==> config.mk <==
export PLATFORM = sky130hd
export DESIGN_NAME = ps2_host_tx
export DESIGN_NICKNAME = d
export VERILOG_FILES = /design/src/rtl/ps2_host_tx.sv
export SDC_FILE = /design/constraint.sdc
export NUM_CORES = 1
export LEC_CHECK = 0
export ABC_AREA = 1
export CAP_MARGIN = 20
export CORE_AREA = 8 8 80 82
export CTS_BUF_LIST = sky130_fd_sc_hd__clkbuf_4 sky130_fd_sc_hd__clkbuf_8
export CTS_CLUSTER_SIZE = 28
export DETAILED_ROUTE_END_ITERATION = 16
export DIE_AREA = 0 0 88 90
export GPL_TIMING_DRIVEN = 1
export HOLD_SLACK_MARGIN = 0.08
export PLACE_DENSITY = 0.64
export RECOVER_POWER = 25
export SLEW_MARGIN = 0
export SYNTH_ARGS = -nofsm -noshare
export SYNTH_HDL_FRONTEND = slang
export SYNTH_SLANG_ARGS = --single-unit
==> constraint.sdc <==
create_clock -name clk -period 2.3 [get_ports clk]
set_input_delay 0.23 -clock clk [delete_from_list [all_inputs] [get_ports clk]]
set_output_delay 0.23 -clock clk [all_outputs]
set_load 0.02 [all_outputs]
==> src/rtl/ps2_host_tx.sv <==
// PS/2 host-to-device byte transmitter: inhibit, request-to-send, 8 data bits, odd parity, stop, ACK.
// Optional device-response watchdog enabled by defining PS2TX_TIMEOUT_EN.
//
// state    | meaning
// ---------+------------------------------------------------------------
// IDLE     | lines released, waiting for tx_start
// INHIBIT  | clock held low for INHIBIT_CYCLES, data pulled low in last cycle
// REQ      | clock released, start bit (data low) driven
// SHIFT    | data bits presented LSB first, one per device falling edge
// PARITY   | odd parity bit presented
// STOP     | data released (stop bit), next edge samples device ACK
// ACK      | one-cycle settle after the ACK sample
// WAITIDLE | wait for device to release both lines
// DONE     | one-cycle tx_done pulse
module ps2_host_tx #(
  parameter int INHIBIT_CYCLES = 5000,
  parameter int TIMEOUT_CYCLES = 750000
) (
  input  logic       clk,
  input  logic       reset,
  input  logic [7:0] tx_data,
  input  logic       tx_start,
  output logic       tx_busy,
  output logic       tx_done,
  output logic       tx_err,
  input  logic       ps2_clk_in,
  input  logic       ps2_data_in,
  output logic       ps2_clk_oe,
  output logic       ps2_data_oe
);

  localparam int IW = (INHIBIT_CYCLES > 1) ? $clog2(INHIBIT_CYCLES) : 1;

  if (INHIBIT_CYCLES < 1 || TIMEOUT_CYCLES < 1) begin : g_bad_param
    $error("ps2_host_tx: INHIBIT_CYCLES and TIMEOUT_CYCLES must be at least 1");
  end

  typedef enum logic [3:0] {
    IDLE, INHIBIT, REQ, SHIFT, PARITY, STOP, ACK, WAITIDLE, DONE
  } state_t;

  state_t        state_q, state_d;
  logic [IW-1:0] cnt_q, cnt_d;
  logic [2:0]    bit_q, bit_d;
  logic [7:0]    data_q;
  logic          parity_q;
  logic          err_q, err_d;
  logic          tx_err_q;
  logic          accept;

  logic clk_s1, clk_s2, clk_prev;
  logic data_s1, data_s2;
  logic fall;

  always_ff @(posedge clk) begin
    if (reset) begin
      clk_s1   <= 1'b1;
      clk_s2   <= 1'b1;
      clk_prev <= 1'b1;
      data_s1  <= 1'b1;
      data_s2  <= 1'b1;
    end else begin
      clk_s1   <= ps2_clk_in;
      clk_s2   <= clk_s1;
      clk_prev <= clk_s2;
      data_s1  <= ps2_data_in;
      data_s2  <= data_s1;
    end
  end

  assign fall = clk_prev & ~clk_s2;

`ifdef PS2TX_TIMEOUT_EN
  localparam int TW = (TIMEOUT_CYCLES > 1) ? $clog2(TIMEOUT_CYCLES) : 1;
  logic [TW-1:0] wd_q;
  logic          wd_active;
  logic          wd_expired;

  assign wd_active  = (state_q == REQ) || (state_q == SHIFT) || (state_q == PARITY) ||
                      (state_q == STOP) || (state_q == ACK) || (state_q == WAITIDLE);
  assign wd_expired = wd_active && (wd_q == '0);

  // Reloaded on the way into REQ and on every device edge, so it measures the gap between edges.
  always_ff @(posedge clk) begin
    if (reset) begin
      wd_q <= '0;
    end else if (state_q == INHIBIT || fall) begin
      wd_q <= TW'(TIMEOUT_CYCLES - 1);
    end else if (wd_active && wd_q != '0) begin
      wd_q <= wd_q - 1'b1;
    end
  end
`endif

  always_comb begin
    state_d     = state_q;
    cnt_d       = cnt_q;
    bit_d       = bit_q;
    err_d       = err_q;
    accept      = 1'b0;
    ps2_clk_oe  = 1'b0;
    ps2_data_oe = 1'b0;
    tx_done     = 1'b0;
    case (state_q)
      IDLE: begin
        if (tx_start) begin
          accept  = 1'b1;
          err_d   = 1'b0;
          cnt_d   = IW'(INHIBIT_CYCLES - 1);
          state_d = INHIBIT;
        end
      end
      INHIBIT: begin
        ps2_clk_oe = 1'b1;
        if (cnt_q == '0) begin
          ps2_data_oe = 1'b1;
          state_d     = REQ;
        end else begin
          cnt_d = cnt_q - 1'b1;
        end
      end
      REQ: begin
        ps2_data_oe = 1'b1;
        if (fall) begin
          bit_d   = 3'd0;
          state_d = SHIFT;
        end
      end
      SHIFT: begin
        ps2_data_oe = ~data_q[bit_q];
        if (fall) begin
          if (bit_q == 3'd7) state_d = PARITY;
          else               bit_d   = bit_q + 3'd1;
        end
      end
      PARITY: begin
        ps2_data_oe = ~parity_q;
        if (fall) state_d = STOP;
      end
      STOP: begin
        if (fall) begin
          err_d   = data_s2;
          state_d = ACK;
        end
      end
      ACK:      state_d = WAITIDLE;
      WAITIDLE: if (clk_s2 && data_s2) state_d = DONE;
      DONE: begin
        tx_done = 1'b1;
        state_d = IDLE;
      end
      default:  state_d = IDLE;
    endcase
`ifdef PS2TX_TIMEOUT_EN
    if (wd_expired) begin
      ps2_clk_oe  = 1'b0;
      ps2_data_oe = 1'b0;
      err_d       = 1'b1;
      state_d     = DONE;
    end
`endif
  end

  always_ff @(posedge clk) begin
    if (reset) begin
      state_q  <= IDLE;
      cnt_q    <= '0;
      bit_q    <= 3'd0;
      data_q   <= 8'h00;
      parity_q <= 1'b0;
      err_q    <= 1'b0;
      tx_err_q <= 1'b0;
    end else begin
      state_q <= state_d;
      cnt_q   <= cnt_d;
      bit_q   <= bit_d;
      err_q   <= err_d;
      if (accept) begin
        data_q   <= tx_data;
        parity_q <= ~^tx_data;
        tx_err_q <= 1'b0;
      end else if (state_d == DONE) begin
        // Publish the result together with tx_done and hold it until the next accepted start.
        tx_err_q <= err_d;
      end
    end
  end

  assign tx_busy = (state_q != IDLE);
  assign tx_err  = tx_err_q;

endmodule

Yosys cells after proc, flatten, opt, wreduce, memory -nomap -nowiden
Index checks and enable logic that the tools add are counted.
{"block": "op_classes", "n_addsub": 2, "n_lt_le_gt_ge": 1, "n_eq_ne": 15, "mux": 27, "bitwise_logic": 4, "reduce_logical": 10}
{"cell": "4-bit two-way mux", "n": 8}
{"cell": "4-bit case mux with 8 select lines", "n": 1}
{"cell": "13-bit two-way mux", "n": 2}
{"cell": "13-bit case mux with 2 select lines", "n": 1}
{"cell": "4-bit by 3-bit == test with 1-bit output, second input constant", "n": 4}
{"cell": "13-bit zero test", "n": 1}
{"cell": "13-bit by 1-bit subtractor with 13-bit output, second input constant", "n": 1}
{"cell": "2-bit inequality test, second input constant", "n": 5}
{"cell": "3-bit two-way mux", "n": 3}
{"cell": "4-bit by 2-bit == test with 1-bit output, second input constant", "n": 2}
{"cell": "4-bit == test, second input constant", "n": 2}
{"cell": "1-bit two-way mux", "n": 8}
{"cell": "8-bit XNOR reduction", "n": 1}
{"cell": "3-bit case mux with 2 select lines", "n": 1}
{"cell": "4-bit by 1-bit == test with 1-bit output, second input constant", "n": 1}
{"cell": "4-bit zero test", "n": 1}
{"cell": "3-bit by 4-bit < comparator with 1-bit output, second input constant", "n": 1}
{"cell": "1-bit case mux with 4 select lines", "n": 1}
{"cell": "4-bit AND reduction", "n": 1}
{"cell": "2-bit nonzero test", "n": 2}
{"cell": "4-bit nonzero test", "n": 1}
{"cell": "3-bit by 1-bit adder with 3-bit output, second input constant", "n": 1}
{"cell": "1-bit binary-select mux with 3-bit select", "n": 1}
{"cell": "3-bit == test, second input constant", "n": 1}
{"cell": "6 further kinds", "n": 8}
{"block": "word_totals", "ff_bits": 36, "input_bits": 13, "out_inout_bits": 5, "elab_cells": 71}

Longest topological paths before layout
{"block": "logic_depth", "depth_word": 5, "depth_mapped": 10, "mapped_depth_nobuf": 10}

Worst setup path after synthesis
No wires, ideal clock.
{"block": "synth_path", "path_kind": "register -> register", "start": "register cnt_q[0]", "end": "register cnt_q[0]", "setup_time_ps": 138, "arrival_ps": 1510, "t_required_ps": 2162, "setup_slack_ps": 652, "stages_incl_launch_ff": 11, "path_buffers": 1, "synth_period_minus_slack_ps": 1648, "cell_sequence": "dfxtp_1 inv_1 ha_1 nand2_1 nor2_1 nand3_4 nand2_4 inv_2 buf_6 o21ai_0 a21oi_1"}
{"block": "synth_between", "elab_chain_cells": 3, "elab_cells_between_ends": 6, "classes_between": "add/sub (1); eq/ne (1); mux (2); reduce/logical (2)"}
{"item": "start: declaration", "line": "43", "source": "logic [IW-1:0] cnt_q, cnt_d;"}
{"item": "start signal: assignment", "line": "175", "source": "cnt_q <= cnt_d;"}
{"item": "13-bit by 1-bit subtractor with 13-bit output or 13-bit zero test (tied branches)", "line": "119, 115"}
{"item": "13-bit two-way mux or 2-bit inequality test (tied branches)"}
{"item": "13-bit case mux with 2 select lines or 3-bit AND reduction (tied branches)"}
Parallel ways exist; a longest one is shown, timed or not. The select of a mux whose other input is x is not followed.
A chain may end at the register's enable or synchronous reset.

Final worst setup path
{"block": "layout_path", "start": "register cnt_q[0]", "end": "output port ps2_data_oe"}
{"block": "layout_between", "elab_chain_cells": 3}
{"item": "13-bit zero test", "line": "115", "source": "if (cnt_q == '0) begin"}
{"item": "1-bit two-way mux", "line": "115"}
{"item": "1-bit case mux with 4 select lines", "line": "104", "source": "case (state_q)"}
{"item": "end: declaration", "line": "29", "source": "output logic ps2_data_oe"}
No other way between the ends.

==> impl_metrics.py <==
metrics = {
    "logic_synthesis": {
        "ys_types": 30,
        "synth_area_mm2": 0.00196,
        "yosysSeqAreaShare": 0.367,
        "synth_fp_nets": 301,
        "avgSynthCellArea_um2": 6.89,
        "yosys_warnings": 0,
        "ys_ff_latch": 36,
        "synth_cells": 285,
    },
    "routing": {
        "finalWirelength_um": 4160,
        "via_per_inst": 4.75,
        "first_iter_violations": 98,
        "wire_per_inst_um": 11.0,
        "highest_layer": "met4",
        "route.met3.wl_um": 190,
        "ant_nets": 0,
        "wl_met2_um": 1780,
        "firstDrtPassIters": 4,
        "drc": 0,
        "met1_length_um": 2120,
        "via_count": 1801,
    },
    "worst_setup_path": {
        "startpoint": "cnt_q[0]",
        "cp-start-kind": "flop",
        "cp_max_fo": 5,
        "reg2reg_depth": 9,
        "critPathKind": "flop to output port",
        "r2r_start": "cnt_q[0]",
        "endpoint": "ps2_data_oe",
        "cp-end-kind": "output port",
        "required_ns": 2.07,
        "r2r-end": "cnt_q[2]",
        "r2r_slack_ns": 0.51,
        "cp.arrival_ns": 1.91,
    },
    "power": {
        "ir_worst_vdd_mv": 0.369,
        "p_per_area_mw_per_mm2": 700,
        "leakagePower_nw": 0.985,
    },
    "die": {
        "core_area_mm2": 0.00524,
        "die_h_um": 90,
        "initial_core_util": 0.375,
        "die-width_um": 88,
        "rows": 27,
        "dieArea_mm2": 0.00792,
        "pin_count": 18,
    },
    "global_route": {
        "track_usage": 0.115,
        "grt-ovfl-total": 0,
        "grt_pass1_wl_um": 7490,
        "grt_pass1_vias": 1703,
        "grt_max_degree": 17,
        "antenna_found_initial": 0,
    },
    "clock_network": {
        "cts_setup_buffers": 0,
        "clkTransAtPathRegs_ns": 0.07,
        "cts_resized": 1,
        "cts_tree": "done",
        "h-tree-depth": 2,
        "clockRootBuffer": "clkbuf_8",
        "clock_sinks": 36,
        "clk_path_buf_depth": 2,
        "hold_buffers": 0,
        "cts_buffers": 5,
        "clock_latency_ns": 0.29,
    },
    "cells_and_area": {
        "insertedDiodeCount": 0,
        "syn2layout_area_growth_pct": 16.3,
        "fin_nets": 322,
        "drive_above_1_share": 0.0879,
    },
    "sta": {
        "relSlewSlack": 0.656,
        "clock_skew_ns": 0.00748,
        "worst_slew_pin_slew_ns": 0.514,
        "rsz0062_at_grt": "no",
        "period_share": 0.931,
        "hold-worst-slack_ns": 0.419,
        "fin_tns_setup_ns": 0,
        "final.min_clock_period_ns": 2.14,
        "slew_violations": 0,
        "hold_violations": 0,
        "finalSetupViolCount": 0,
        "fmax_mhz": 467,
    },
    "place": {
        "numPortBuffers": 17,
        "dp_hpwl_um": 3130,
        "place_congestion": 0.832,
    },
    "worst_hold_path": {
        "hold_path.class": "flop to flop",
    },
    "job": {
        "cap_violations": 0,
    },
    "outcome": {
        "status": "completed",
    },
}
[worst max-delay path, cell delays in order, from the launching register on]
cell and delay [ns]:
dfxtp_1 0.32, inv_1 0.12, ha_1 0.26, nand2_1 0.09, nor2_1 0.22, nand3_4 0.12, o2111ai_1 0.13, dlygate4sd2_1 0.36
[where the power goes]
group	switching, mW	total, mW	internal [mW]
sequential	0.0430	0.718	0.675
combinational	0.267	0.437	0.170
clock	0.233	0.444	0.211
total	0.543	1.60	1.06
[registers in the layout, summed over array words and instances, names as in the netlist, 3 cells and up]
signal   flops
cnt_q       13
data_q       8
bit_q        3
state_q      4
[area by class of cell]
cell class / instances / area [um2]
repair buffers: 22 / 203
well taps: 72 / 90.1
multi-input cells: 208 / 1060
inverters: 33 / 124
clock inverters: 3 / 18.8
flip-flops and latches: 36 / 721
clock buffers: 5 / 68.8
fillers: 540 / 2950
[how the worst min path moves through the flow]
| stage | startpoint | endpoint | slack (ns) | cells after the start |
|---|---|---|---|---|
| 4_1_cts | data_s1 | data_s2 | 0.42 | 1 |
| 3_3_place_gp | data_s1 | data_s2 | 0.40 | 1 |
| 6_report | clk_s1 | clk_s2 | 0.42 | 1 |
| 5_1_grt | data_s1 | data_s2 | 0.44 | 1 |
| 2_1_floorplan | ps2_clk_in | clk_s1 | 0.33 | 1 |
| 3_5_place_dp | data_s1 | data_s2 | 0.41 | 1 |
[cell usage after synthesis]
master     number  area (um2)
o21bai_1        1        7.51
ha_1            3        37.5
inv_2           2        7.51
nand3_1        18        90.1
nor3_4          1        16.3
a21o_1          1        7.51
o2111ai_1       2        17.5
dfxtp_1        36         721
nand3b_1        2        15.0
o21ai_0        15        75.1
o211ai_1        2        15.0
xor2_1          6        52.6
a22oi_1         1        7.51
nand2_1        67         251
xnor2_1         5        43.8
nor2_1         39         146
nand3_4         1        17.5
a31oi_1         2        12.5
buf_8           2        30.0
nor3_1          4        20.0
a21oi_2         5        43.8
a21oi_1        24         120
nand2_4         1        11.3
nand4_1         2        12.5
inv_1          31         116
buf_1           1        3.75
clkbuf_1        4        15.0
or2_2           5        31.3
nor3b_1         1        7.51
buf_6           1        11.3
[layout by cell type (no fill, tap or decap)]
cell              n
nand2_4           1
dlygate4sd2_1     1
a21o_1            1
nand4_1           2
nand2_1          67
nor3b_1           1
o21ai_0          15
nor3_4            1
clkbuf_8          5
inv_1            31
clkbuf_1          1
nor2_1           39
nand3_1          18
a31oi_1           2
xor2_1            6
a21oi_2           5
nand3b_1          2
clkdlybuf4s50_1  14
or2_2             5
clkinv_2          2
o2111ai_1         2
a21oi_1          24
dfxtp_1          36
inv_2             2
clkinv_4          1
buf_4             4
nand3_4           1
nor3_1            4
xnor2_1           5
a22oi_1           1
o211ai_1          2
ha_1              3
dlygate4sd3_1     2
o21bai_1          1
[routing by layer]
metal  global-route usage  vias up
met5                    0        -
met4               0.0473        0
met3               0.0291        7
met2                0.176       29
met1                0.148      807
li1                     -      958
[logic make-up (layout without fill, tap and decap cells)]
logic type,count (synthesis),after routing,share of synthesized area
flip-flops,36,36,0.367
AND/OR/NAND/NOR,141,141,0.315
XOR/XNOR,11,11,0.0490
AO/OA/AOI/OAI,53,53,0.156
buffers and inverters,41,63,0.0936
adder cells (fa/ha/maj),3,3,0.0191
[through the flow]
step	util	cells	total power, mW	setup WS, ns	instance area [um2]
after CTS	0.437	379	1.62	0.120	2290
after global routing	0.436	379	1.72	0.00769	2280
after floorplan	-	285	1.07	0.652	1960
after global placement	0.421	371	1.17	0.183	2200
final	0.436	379	1.60	0.159	2280
after detailed placement	0.421	371	1.17	0.148	2200
Note: power is estimated with default switching activity, not from simulation.
